## src/rtl/mult8s_share_arbiter_pkg.sv

```systemverilog
// Shared types and widths for the round-robin shared signed 8x8 multiplier.
// Package name is mult_arb_pkg; imported by mult8s_share_arbiter.
package mult_arb_pkg;

  localparam int OPND_W      = 8;
  localparam int PROD_W      = 16;
  localparam int NUM_REQ_MAX = 8;
  localparam int ID_W_MAX    = $clog2(NUM_REQ_MAX);

  // Tags are stored at the widest legal width; the top uses the low ID_W bits.
  typedef struct packed {
    logic signed [OPND_W-1:0] multiplicand;
    logic signed [OPND_W-1:0] multiplier;
    logic [ID_W_MAX-1:0]      id;
  } mult_req_t;

  typedef struct packed {
    logic signed [PROD_W-1:0] product;
    logic [ID_W_MAX-1:0]      id;
  } mult_rsp_t;

endpackage

```

## src/rtl/mult8s_normal_ripple.sv

```systemverilog
// Combinational signed 8x8 -> 16 multiplier built from sign-extended
// partial-product rows accumulated in sequence.
module mult8s_normal_ripple (
  input  logic [7:0]  a,
  input  logic [7:0]  b,
  output logic [15:0] p
);

  logic [15:0] a_ext;
  logic [15:0] acc;

  // Bit 7 of b carries weight -128, so its row is subtracted rather than added.
  always_comb begin
    a_ext = {{8{a[7]}}, a};
    acc   = '0;
    for (int i = 0; i < 7; i++) begin
      if (b[i]) acc = acc + (a_ext << i);
    end
    if (b[7]) acc = acc - (a_ext << 7);
    p = acc;
  end

endmodule

```

## src/rtl/mult8s_share_arbiter.sv

```systemverilog
// Round-robin shared signed multiplier: operand stage, multiply, product stage.
// Optional perf counters (perf_issued, perf_stall, perf_clr) under MULT_ARB_PERF_EN.
module mult8s_share_arbiter
  import mult_arb_pkg::*;
#(
  parameter int NUM_REQ = 4,
  parameter int ID_W    = $clog2(NUM_REQ)
) (
  input  logic                        clk,
  input  logic                        rst_n,
  input  logic [NUM_REQ-1:0]          req_valid,
  output logic [NUM_REQ-1:0]          req_ready,
  input  logic [NUM_REQ*OPND_W-1:0]   req_multiplicand,
  input  logic [NUM_REQ*OPND_W-1:0]   req_multiplier,
`ifdef MULT_ARB_PERF_EN
  input  logic                        perf_clr,
  output logic [31:0]                 perf_issued,
  output logic [31:0]                 perf_stall,
`endif
  output logic                        out_valid,
  input  logic                        out_ready,
  output logic [PROD_W-1:0]           out_product,
  output logic [ID_W-1:0]             out_id
);

  // Handshake: a transfer happens on a rising edge where valid and ready are
  // both high; a valid source holds its payload until that edge.

  logic              s1_valid;
  logic              s2_valid;
  mult_req_t         s1;
  mult_rsp_t         s2;
  logic [ID_W-1:0]   rr_ptr;
  logic [ID_W-1:0]   next_ptr;
  logic              s1_adv;
  logic              s2_adv;
  logic              grant_any;
  logic [ID_W-1:0]   grant_idx;
  logic              accept;
  logic [PROD_W-1:0] prod;
  logic              unused_id_bits;

  // First valid requester at or after ptr, wrapping; MSB of result is "found".
  function automatic logic [ID_W:0] rr_pick(input logic [NUM_REQ-1:0] valid,
                                            input logic [ID_W-1:0]    ptr);
    logic [ID_W:0] r;
    int            idx;
    r = '0;
    for (int k = 0; k < NUM_REQ; k++) begin
      idx = (int'(ptr) + k) % NUM_REQ;
      if (!r[ID_W] && valid[idx]) r = {1'b1, ID_W'(idx)};
    end
    return r;
  endfunction

  always_comb begin
    s2_adv = !s2_valid || out_ready;
    s1_adv = !s1_valid || s2_adv;
    {grant_any, grant_idx} = rr_pick(req_valid, rr_ptr);
    req_ready = '0;
    if (rst_n && grant_any && s1_adv) req_ready = NUM_REQ'(1) << grant_idx;
    accept = |(req_valid & req_ready);
    next_ptr = (grant_idx == ID_W'(NUM_REQ - 1)) ? '0 : grant_idx + ID_W'(1);
  end

  always_ff @(posedge clk or negedge rst_n) begin
    if (!rst_n) begin
      s1_valid <= 1'b0;
      s2_valid <= 1'b0;
      rr_ptr   <= '0;
      s2       <= '0;
    end else begin
      if (accept) begin
        s1_valid <= 1'b1;
        rr_ptr   <= next_ptr;
      end else if (s1_adv) begin
        s1_valid <= 1'b0;
      end
      if (s2_adv) begin
        s2_valid   <= s1_valid;
        s2.product <= prod;
        s2.id      <= s1.id;
      end
    end
  end

  // Operand stage payload is only meaningful while s1_valid is set.
  always_ff @(posedge clk) begin
    if (accept) begin
      s1.multiplicand <= req_multiplicand[grant_idx*OPND_W +: OPND_W];
      s1.multiplier   <= req_multiplier[grant_idx*OPND_W +: OPND_W];
      s1.id           <= ID_W_MAX'(grant_idx);
    end
  end

  mult8s_normal_ripple u_mult (
    .a (s1.multiplicand),
    .b (s1.multiplier),
    .p (prod)
  );

  assign out_valid      = s2_valid;
  assign out_product    = s2.product;
  assign out_id         = s2.id[ID_W-1:0];
  assign unused_id_bits = ^s2.id;

`ifdef MULT_ARB_PERF_EN
  always_ff @(posedge clk or negedge rst_n) begin
    if (!rst_n) begin
      perf_issued <= '0;
      perf_stall  <= '0;
    end else if (perf_clr) begin
      perf_issued <= '0;
      perf_stall  <= '0;
    end else begin
      if (accept) perf_issued <= perf_issued + 32'd1;
      if (s2_valid && !out_ready) perf_stall <= perf_stall + 32'd1;
    end
  end
`endif

endmodule
```

## config.mk

```make
export PLATFORM = sky130hd
export DESIGN_NAME = mult8s_share_arbiter
export DESIGN_NICKNAME = d
export VERILOG_FILES = /design/src/rtl/mult8s_share_arbiter_pkg.sv /design/src/rtl/mult8s_normal_ripple.sv /design/src/rtl/mult8s_share_arbiter.sv
export SDC_FILE = /design/constraint.sdc
export NUM_CORES = 1
export LEC_CHECK = 0
export CAP_MARGIN = 10
export CORE_MARGIN = 2
export CORE_UTILIZATION = 51
export CTS_CLUSTER_SIZE = 30
export DETAILED_ROUTE_END_ITERATION = 6
export PLACE_DENSITY = 0.91
export SYNTH_ARGS = -nofsm -noshare
export SYNTH_HDL_FRONTEND = slang
export SYNTH_SLANG_ARGS = --single-unit
```

## constraint.sdc

```tcl
create_clock -name clk -period 9.45 [get_ports clk]
set_input_delay 1.89 -clock clk [delete_from_list [all_inputs] [get_ports clk]]
set_output_delay 1.89 -clock clk [all_outputs]
set_load 0.05 [all_outputs]
```

Yosys cells after proc, flatten, opt, wreduce, memory -nomap -nowiden
Index checks and enable logic that the tools add are counted.
{ "op_classes": {"add_sub_neg": 11, "order_cmp": 4, "eq_ne": 1, "n_shift": 3, "n_mux": 27, "n_bitwise": 4, "n_reduce_logical": 17} }
{ "op_table": {"columns": ["operator", "count"], "rows": [
  ["16-bit 2-to-1 mux", 8],
  ["16-bit adder", 6],
  ["32-bit by 6-bit indexed part select with 8-bit output", 2],
  ["16-bit subtractor", 1],
  ["3-bit by 4-bit < comparator with 1-bit output (second input constant)", 3],
  ["3-bit 2-to-1 mux", 4],
  ["1-bit 2-to-1 mux", 9],
  ["1-bit binary-select mux with 2-bit select", 4],
  ["2-bit OR reduction", 3],
  ["1-bit logical AND", 5],
  ["1-bit logical NOT", 5],
  ["2-bit by 1-bit adder with 2-bit output (second input constant)", 2],
  ["2-bit adder (second input constant)", 2],
  ["4-bit AND", 1],
  ["4-bit 2-to-1 mux", 1],
  ["4-bit OR reduction", 1],
  ["1-bit by 2-bit left shift with 4-bit output (first input constant)", 1],
  ["1-bit AND (first input constant)", 3],
  ["2-bit by 3-bit < comparator with 1-bit output (second input constant)", 1],
  ["2-bit equality test (second input constant)", 1],
  ["1-bit logical OR", 2],
  ["2-bit 2-to-1 mux", 1],
  ["2-bit nonzero test", 1]
]} }
{ "totals": {"regBits": 40, "in_bits": 71, "output_inout_bits": 23, "elab_cells": 75} }

Depth between registers and ports, before layout
{ "depth": {"word_depth": 20, "ltp_mapped": 54, "ltp_nobuf": 53} }

By module
Synthesis repeated with hierarchy kept, for this count alone.
{ "unflattened": {"cells_unflattened": 747, "hier_area_um2": 6219.7} }
{ "by_module_without_submodules": {"columns": ["module", "instances", "cells_per_inst", "area_each_um2", "seq_area_each_um2"], "rows": [
  ["mult8s_normal_ripple", 1, 596, 4155.2, 0.0],
  ["mult8s_share_arbiter", 1, 151, 2064.5, 1091.0]
]} }

Worst setup path before layout
No wires, ideal clock.
{ "synth_timing": {"path_type": "flip-flop to flip-flop", "start": "register s1[12] in the netlist's numbering", "end": "register s2 (netlist bit out_product[15])", "setup_ns": 0.094, "arrival_time_ns": 9.366, "t_required_ns": 9.356, "setup_slack_ns": -0.010, "stages_incl_launch_ff": 48, "path_buffers": 0, "synth_period_minus_slack_ns": 9.460, "cell_sequence": "edfxtp_1 > inv_1 > nor2_1 > ha_1 > fa_1 > o21ai_0 > o21a_1 > o21ai_0 > xor2_1 > mux2_2 > ha_1 > a21oi_2 > xor2_1 > o21ai_0 > or2_2 > ha_1 > o21a_1 > o31a_1 > (+12 left out) > nor2_1 > xor2_1 > nand2_1 > o21ai_0 > inv_1 > ha_1 > o311ai_0 > xor2_1 > o22ai_1 > or2_2 > ha_1 > o41ai_1 > xnor2_1 > nand2_1 > a31oi_1 > xnor2_1 > nor2_1 > a211oi_1"} }
{ "synth_via": {"elab_chain_len": 15} }
{ "synth_rtl": {"columns": ["item", "line_no", "text"], "rows": [
  ["start: declaration", "mult8s_share_arbiter.sv:31", "mult_req_t s1;"],
  ["16-bit 2-to-1 mux", "mult8s_normal_ripple.sv:17", "if (b[i]) acc = acc + (a_ext << i);"],
  ["16-bit adder", "mult8s_normal_ripple.sv:17", null],
  ["16-bit 2-to-1 mux", "mult8s_normal_ripple.sv:17", null],
  ["16-bit adder", "mult8s_normal_ripple.sv:17", null],
  ["16-bit 2-to-1 mux", "mult8s_normal_ripple.sv:17", null],
  ["16-bit adder", "mult8s_normal_ripple.sv:17", null],
  ["16-bit 2-to-1 mux", "mult8s_normal_ripple.sv:17", null],
  ["16-bit adder", "mult8s_normal_ripple.sv:17", null],
  ["16-bit 2-to-1 mux", "mult8s_normal_ripple.sv:17", null],
  ["16-bit adder", "mult8s_normal_ripple.sv:17", null],
  ["16-bit 2-to-1 mux", "mult8s_normal_ripple.sv:17", null],
  ["16-bit adder", "mult8s_normal_ripple.sv:17", null],
  ["16-bit 2-to-1 mux", "mult8s_normal_ripple.sv:17", null],
  ["16-bit subtractor", "mult8s_normal_ripple.sv:19", "if (b[7]) acc = acc - (a_ext << 7);"],
  ["16-bit 2-to-1 mux (*)", "mult8s_normal_ripple.sv:19", null],
  ["end: declaration", "mult8s_share_arbiter.sv:32", "mult_rsp_t s2;"]
]} }
Mark *: on every way between the ends. The rest lies on a longest branch, timed or not.
A chain may end at the register's enable or synchronous reset.

Final worst setup path
Same ends and word-level chain as after synthesis.

==> run summary <==
================================================================================
Estimated wirelength of the detail-placed design ..................     13700 um
Hold-critical path depth ..........................................            2
Time the worst path needs with I/O delays and setup ...............      9.67 ns
Smallest setup slack after layout .................................    -0.224 ns
Number of filler instances in the final layout ....................          752
Share of the clock period used by the worst path ..................         1.02
Element type at the critical path end .............................         flop
Number of antenna diodes ..........................................            0
Number of vias per cell ...........................................         6.49
Failing checks .................................................... setup timing
Die height ........................................................       113 um
Horizontal die dimension ..........................................       113 um
Vias in the first global route ....................................         6492
Longest individual stage delay on the worst path ..................      0.44 ns
Hold-fix buffers at CTS ...........................................            0
Final routed wirelength across all metal layers ...................     21400 um
Leading post-synthesis cells by cell area ......................... ha_1 15%, dfrtp_1 9.1%, edfxtp_1 8.9%
Slew headroom .....................................................        0.344
Number of rows in the core area ...................................           39
TritonCTS clock tree ..............................................        built
Final nets ........................................................         1089
Synth unique cells ................................................           70
Routed length per instance ........................................      19.8 um
Post-Route Setup TNS ..............................................    -0.224 ns
Total placed instance area ........................................ 0.00735 mm^2
Number of antenna violations at the first check in global routing .            0
Setup violation total in the final timing report ..................            1
Post-synthesis instance total .....................................          799
Drt drc ...........................................................            0
Final hold slack ..................................................     0.465 ns
Setup repair after global routing missed its margin ...............          yes
Number of enable-type register cells in the synthesized netlist ...           18
CP Launch Type ....................................................         flop
Share of cells above drive strength 1 .............................        0.199
Number of max-cap violations ......................................            0
Number of buffers created by CTS ..................................            5
Final core occ ....................................................        0.712
Endpoint arrival time on the critical path ........................      9.87 ns
Flip-flop and latch count after synthesis .........................           40
Critical path's most frequent cell ................................      nand2_1
Synthesized area .................................................. 0.00607 mm^2
Final global-route overflow total .................................            0
Worst setup path class ............................................   reg -> reg
Deepest clock path buffer count ...................................            2
Final instance area ............................................... 0.00819 mm^2
Maximum clock rate ................................................    0.103 GHz
Average cell area after synthesis .................................    7.59 um^2
Fin. max-slew vios ................................................            0
Pin count of the biggest net entering global routing ..............           36
Outcome ........................................................... finished with violations
Prevailing post-synth register cell ...............................      dfrtp_1
Worst path slowest cell ...........................................     a2111o_1
Final worst clock skew ............................................   0.00790 ns
Gpl congestion ....................................................        0.933
FF-to-FF path depth ...............................................           49
Area of the multi-input gates ..................................... 0.00511 mm^2
Slew at the pin closest to its max-slew limit .....................     0.984 ns
Starting density of the core ......................................        0.527
IO Port Bufs ......................................................           93
CP max FO .........................................................            4
Clk root buf ......................................................    clkbuf_16
Combined global-route utilization of all metal layers .............        0.287
Worst hold path type ..............................................   reg -> reg
Core footprint ....................................................  0.0115 mm^2
Portion of the post-synthesis area used by sequential elements ....        0.180
Vias after detailed routing .......................................         7017
Post-route antenna net violation count ............................            0
Number of sinks driven by the clock tree ..........................           40
DR iter-0 viols ...................................................          673
Leading cell type in the layout, fill and taps excluded ...........      nand2_1
Boundary Pins .....................................................           94
Clock network latency to the later pin of the worst-skew pair .....      0.29 ns
Synth area leader .................................................         ha_1
CTS clk-pin slew, worst paths .....................................      0.07 ns
Net count of the mapped netlist ...................................          951
Register area ..................................................... 0.00109 mm^2
Count of TritonRoute iterations in the first routing pass .........            6
First-pass GRT wire length ........................................     30400 um
Number of synthesis warnings ......................................            0
Die area ..........................................................  0.0128 mm^2
Data required time of the worst path ..............................      9.65 ns
Async set or reset register ratio after synthesis .................        0.550
H-tree Lvls .......................................................            2
Share of the synthesized area in the top cell type ................        0.153
Most frequent cells in the layout ................................. 128 x nand2_1, 93 x clkdlybuf4s50_1, 66 x buf_4, 57 x ha_1, 51 x nor2_1
Hold Vio Cnt, Final ...............................................            0
Area growth, synth to finish ......................................        35.1%
================================================================================
## worst paths after layout
kind	from	end	slack, ns
max in group asynchronous	rst_n	out_product[3]$_DFFE_PN0P_	7.23
min in group asynchronous	rst_n	rr_ptr[1]$_DFFE_PN0P_	1.96
worst max-delay path	s1[12]$_DFFE_PP_	out_product[15]$_DFFE_PN0P_	-0.22
worst min-delay path	s1[1]$_DFFE_PP_	out_id[1]$_DFFE_PN0P_	0.47
worst max register to register	s1[12]$_DFFE_PP_	out_product[15]$_DFFE_PN0P_	-0.22
worst min register to register	s1[1]$_DFFE_PP_	out_id[1]$_DFFE_PN0P_	0.47
## through the flow
stage                     std cells  setup slack, ns
final                          1081           -0.224
after global routing           1081           -0.679
after CTS                      1064         0.000527
after detailed placement       1043           -0.319
after global placement         1043           0.0437
after floorplan                 799           0.0670
## layer usage
metal	wire [um]	up-vias	track usage
met5	0	-	0
li1	-	3162	-
met2	10200	493	0.495
met4	1730	0	0.146
met1	7620	3226	0.347
met3	1880	136	0.0434
## worst max-delay path, delay by kind of cell (launching register included)
| family | cells | cell delay [ns] |
|---|---|---|
| XOR/XNOR | 7 | 1.18 |
| buffers and inverters | 4 | 0.37 |
| adder cells (fa/ha/maj) | 9 | 2.97 |
| AND/OR/NAND/NOR | 11 | 1.34 |
| flip-flops | 1 | 0.40 |
| AO/OA/AOI/OAI | 18 | 3.33 |
## cell usage after synthesis, types with 17 or more instances
cell	number
inv_1	49
a21o_1	25
clkbuf_1	26
nor2_1	55
ha_1	74
xor2_1	17
edfxtp_1	18
a21oi_1	63
dfrtp_1	22
a31oi_1	25
xnor2_1	36
nand2_1	130
o21ai_0	44
and3_1	18
## logic make-up (layout without fill, tap and decap cells)
group | Yosys count | after routing | synth area share
compound gates | 251 | 251 | 0.278
xor+xnor | 53 | 53 | 0.0765
fa+ha+maj | 82 | 82 | 0.178
buf+inv | 81 | 220 | 0.0513
flops | 40 | 40 | 0.180
mux | 19 | 19 | 0.0344
simple gates | 273 | 273 | 0.202
## registers in the layout, summed over array words and instances (netlist names)
register / flops
out_id: 2
out_product: 16
out_valid: 1
rr_ptr: 2
s1: 18
s1_valid: 1
## final cells by class
class,instances,share of cell area
tap,143,0.0218
clock inverter,3,0.00550
inverter,51,0.0234
timing repair buffer,161,0.177
multi-input combinational,678,0.624
clock buffer,5,0.0153
sequential,40,0.133
## timing repair
item	CTS	global route
setup endpoints to repair	1	3
setup buffers	13	18
gates resized for setup	24	78
pin swaps	10	51
Power is not shown: default switching activity piles up to over one toggle a cycle in this logic, so the estimate is an artifact.
==> RTL change (same flow settings) <==
Add a define of `MULT_ARB_PERF_EN`.
--- a/src/rtl/mult8s_share_arbiter.sv
+++ b/src/rtl/mult8s_share_arbiter.sv
@@ -1,5 +1,7 @@
 // Round-robin shared signed multiplier: operand stage, multiply, product stage.
 // Optional perf counters (perf_issued, perf_stall, perf_clr) under MULT_ARB_PERF_EN.
+`define MULT_ARB_PERF_EN
+
 module mult8s_share_arbiter
   import mult_arb_pkg::*;
 #(
Interface: changed (added perf_clr, perf_issued and perf_stall); port bits go from 94 to 159. The function was not compared with the original's and may differ.
==> RTL change against the original RTL <==
  * Setup slack worse by 0.25 ns
  * Final area up 56%
  * Core utilization up 0.67 points
  * Largest cell class unchanged
  * Synthesized area is 52% higher
  * Critical path depth is 4 higher
  * Sequential cell count grew 64
  * Routed wire length up 53%
  * Worst hold slack improved by 0.019 ns
  * The run still ends with setup timing left
Power is left out: the tool's default activity adds up to more than one toggle a clock period on the data nets, which glitch-free logic cannot reach.
==> RTL change: results (changes against the original RTL) <==
stage	metric	value	unit	change
critical_path	cpPeakStageDelay	0.44	ns	about the same
critical_path	critPathArrivalTime	10.18	ns	+0.31 ns
timing	finalSetupTns	-0.7761	ns	-0.5521 ns
place	gp_congestion	0.9167		-1.8%
clock_network	cts-root-buf	clkbuf_16		
global_routing	grtUsageTotal	29.98	%	+1.3 points
clock_network	path_clk_slew	0.08	ns	
timing	worstMarginPinSlew	1.148	ns	+0.1643 ns
clock_network	post_cts_buffers	17		+4
synth	synthTopCellsByCount	nand2_1 (173), nor2_1 (120), dfrtp_1 (86), ha_1 (76), a21oi_1 (74)		
place	place_area	11590	um^2	+58%
finish	diodes	0		unchanged
critical_path	worstPathMaxFanout	4		unchanged
synth	synth_edf_count	18		unchanged
synth	synth_nets	1289		+36%
finish	top_regs	perf_issued: 32 flops, perf_stall: 32 flops, s1: 18 flops		
place	portBuffers	158		+70%
finish	drive_above_1_share	19.93	%	about the same
timing	worst_clock_skew	0.01261	ns	+0.004715 ns
finish	n_fill_cell	1103		+47%
synth	synth_cells	1134		+42%
routing	wire_per_inst	20.22	um	+2.0%
run_status	violations	setup timing		
routing	first_iter_violations	1161		+73%
clock_network	cts_buffer_depth	2		unchanged
clock_network	cts_resized	42		+75%
routing	viasPerCell	6.298		-3.0%
synth	ys_async_sr_fraction	82.69	%	+28 points
global_routing	grt_max_degree	65		+81%
timing	fin_ws	-0.4781	ns	-0.2541 ns
finish	nets	1540		+41%
clock_network	htree_levels	3		+1
global_routing	first_global_vias	9596		+48%
synth	ys_seq_area_share	29.14	%	+11 points
synth	ys_types	85		+21%
run_status	status	finished with violations		
global_routing	antenna_found_initial	0		unchanged
min_path	hp-class	reg -> reg		
critical_path	crit_path_top_delay_cell	edfxtp_1		
place	placed_cells	1564		+50%
timing	finalSetupViolCount	2		+1
global_routing	grt_pass1_wl	47690	um	+57%
critical_path	crit_family	compound AO/OA/AOI/OAI gates		
clock_network	numCtsBuffers	9		+4
synth	synth_ff_type	dfrtp_1		
synth	synth_area_leaders	dfrtp_1 (23%), ha_1 (10%), nand2_1 (7.0%)		
routing	drtPass1Iterations	5		-1
place	dp_slack	-0.4523	ns	-0.1329 ns
place	place.detailed.hpwl	20070	um	+46%
synth	yosys_warnings	0		unchanged
routing	vias	10200		+45%
clock_network	insertion_delay	0.36	ns	+0.07 ns
RTL change: worst reg2reg max path: cells and delay by family, from the launching register on:
family	cells	cell delay [ns]
mux	1	0.28
flops	1	0.44
compound gates	17	2.91
xor+xnor	8	1.39
simple gates	15	2.03
fa+ha+maj	8	2.37
buf+inv	4	0.41
RTL change: cells by family after synthesis:
| logic type | after synthesis | share of synthesized area, % |
|---|---|---|
| flops | 104 | 29.14 |
| fa+ha+maj | 84 | 11.96 |
| mux | 25 | 2.857 |
| compound gates | 271 | 19.91 |
| xor+xnor | 99 | 9.384 |
| simple gates | 453 | 22.59 |
| buf+inv | 98 | 4.171 |
RTL change: final timing paths:
kind	endpoint	start	cells after the start	slack, ns
setup / recovery	out_product[15]	s1[3]	53	-0.48
hold / removal	out_id[1]	s1[1]	2	0.48
setup reg to reg	out_product[15]	s1[3]	53	-0.48
hold reg to reg	out_id[1]	s1[1]	2	0.48
max in group asynchronous	out_product[7]	rst_n	2	6.84
min in group asynchronous	perf_issued[28]	rst_n	1	1.49
RTL change: layout make-up:
type / count / area (um^2) / share of cell area [%]
Multi-Input combinational cell: 932 / 6795 / 53.03
Sequential cell: 104 / 2693 / 21.01
Timing Repair Buffer: 283 / 2524 / 19.70
Tap cell: 229 / 286.5 / 2.236
Clock buffer: 9 / 225.2 / 1.758
Inverter: 55 / 206.4 / 1.611
Clock inverter: 7 / 83.83 / 0.6542
RTL change: routing by layer:
| metal | up-vias | track usage (%) | share of wire [%] |
|---|---|---|---|
| met5 | - | 0 | 0 |
| met4 | 0 | 14.02 | 6.2 |
| met3 | 197 | 4.800 | 8.4 |
| met2 | 676 | 52.42 | 48 |
| met1 | 4820 | 36.30 | 37 |
| li1 | 4504 | - | - |
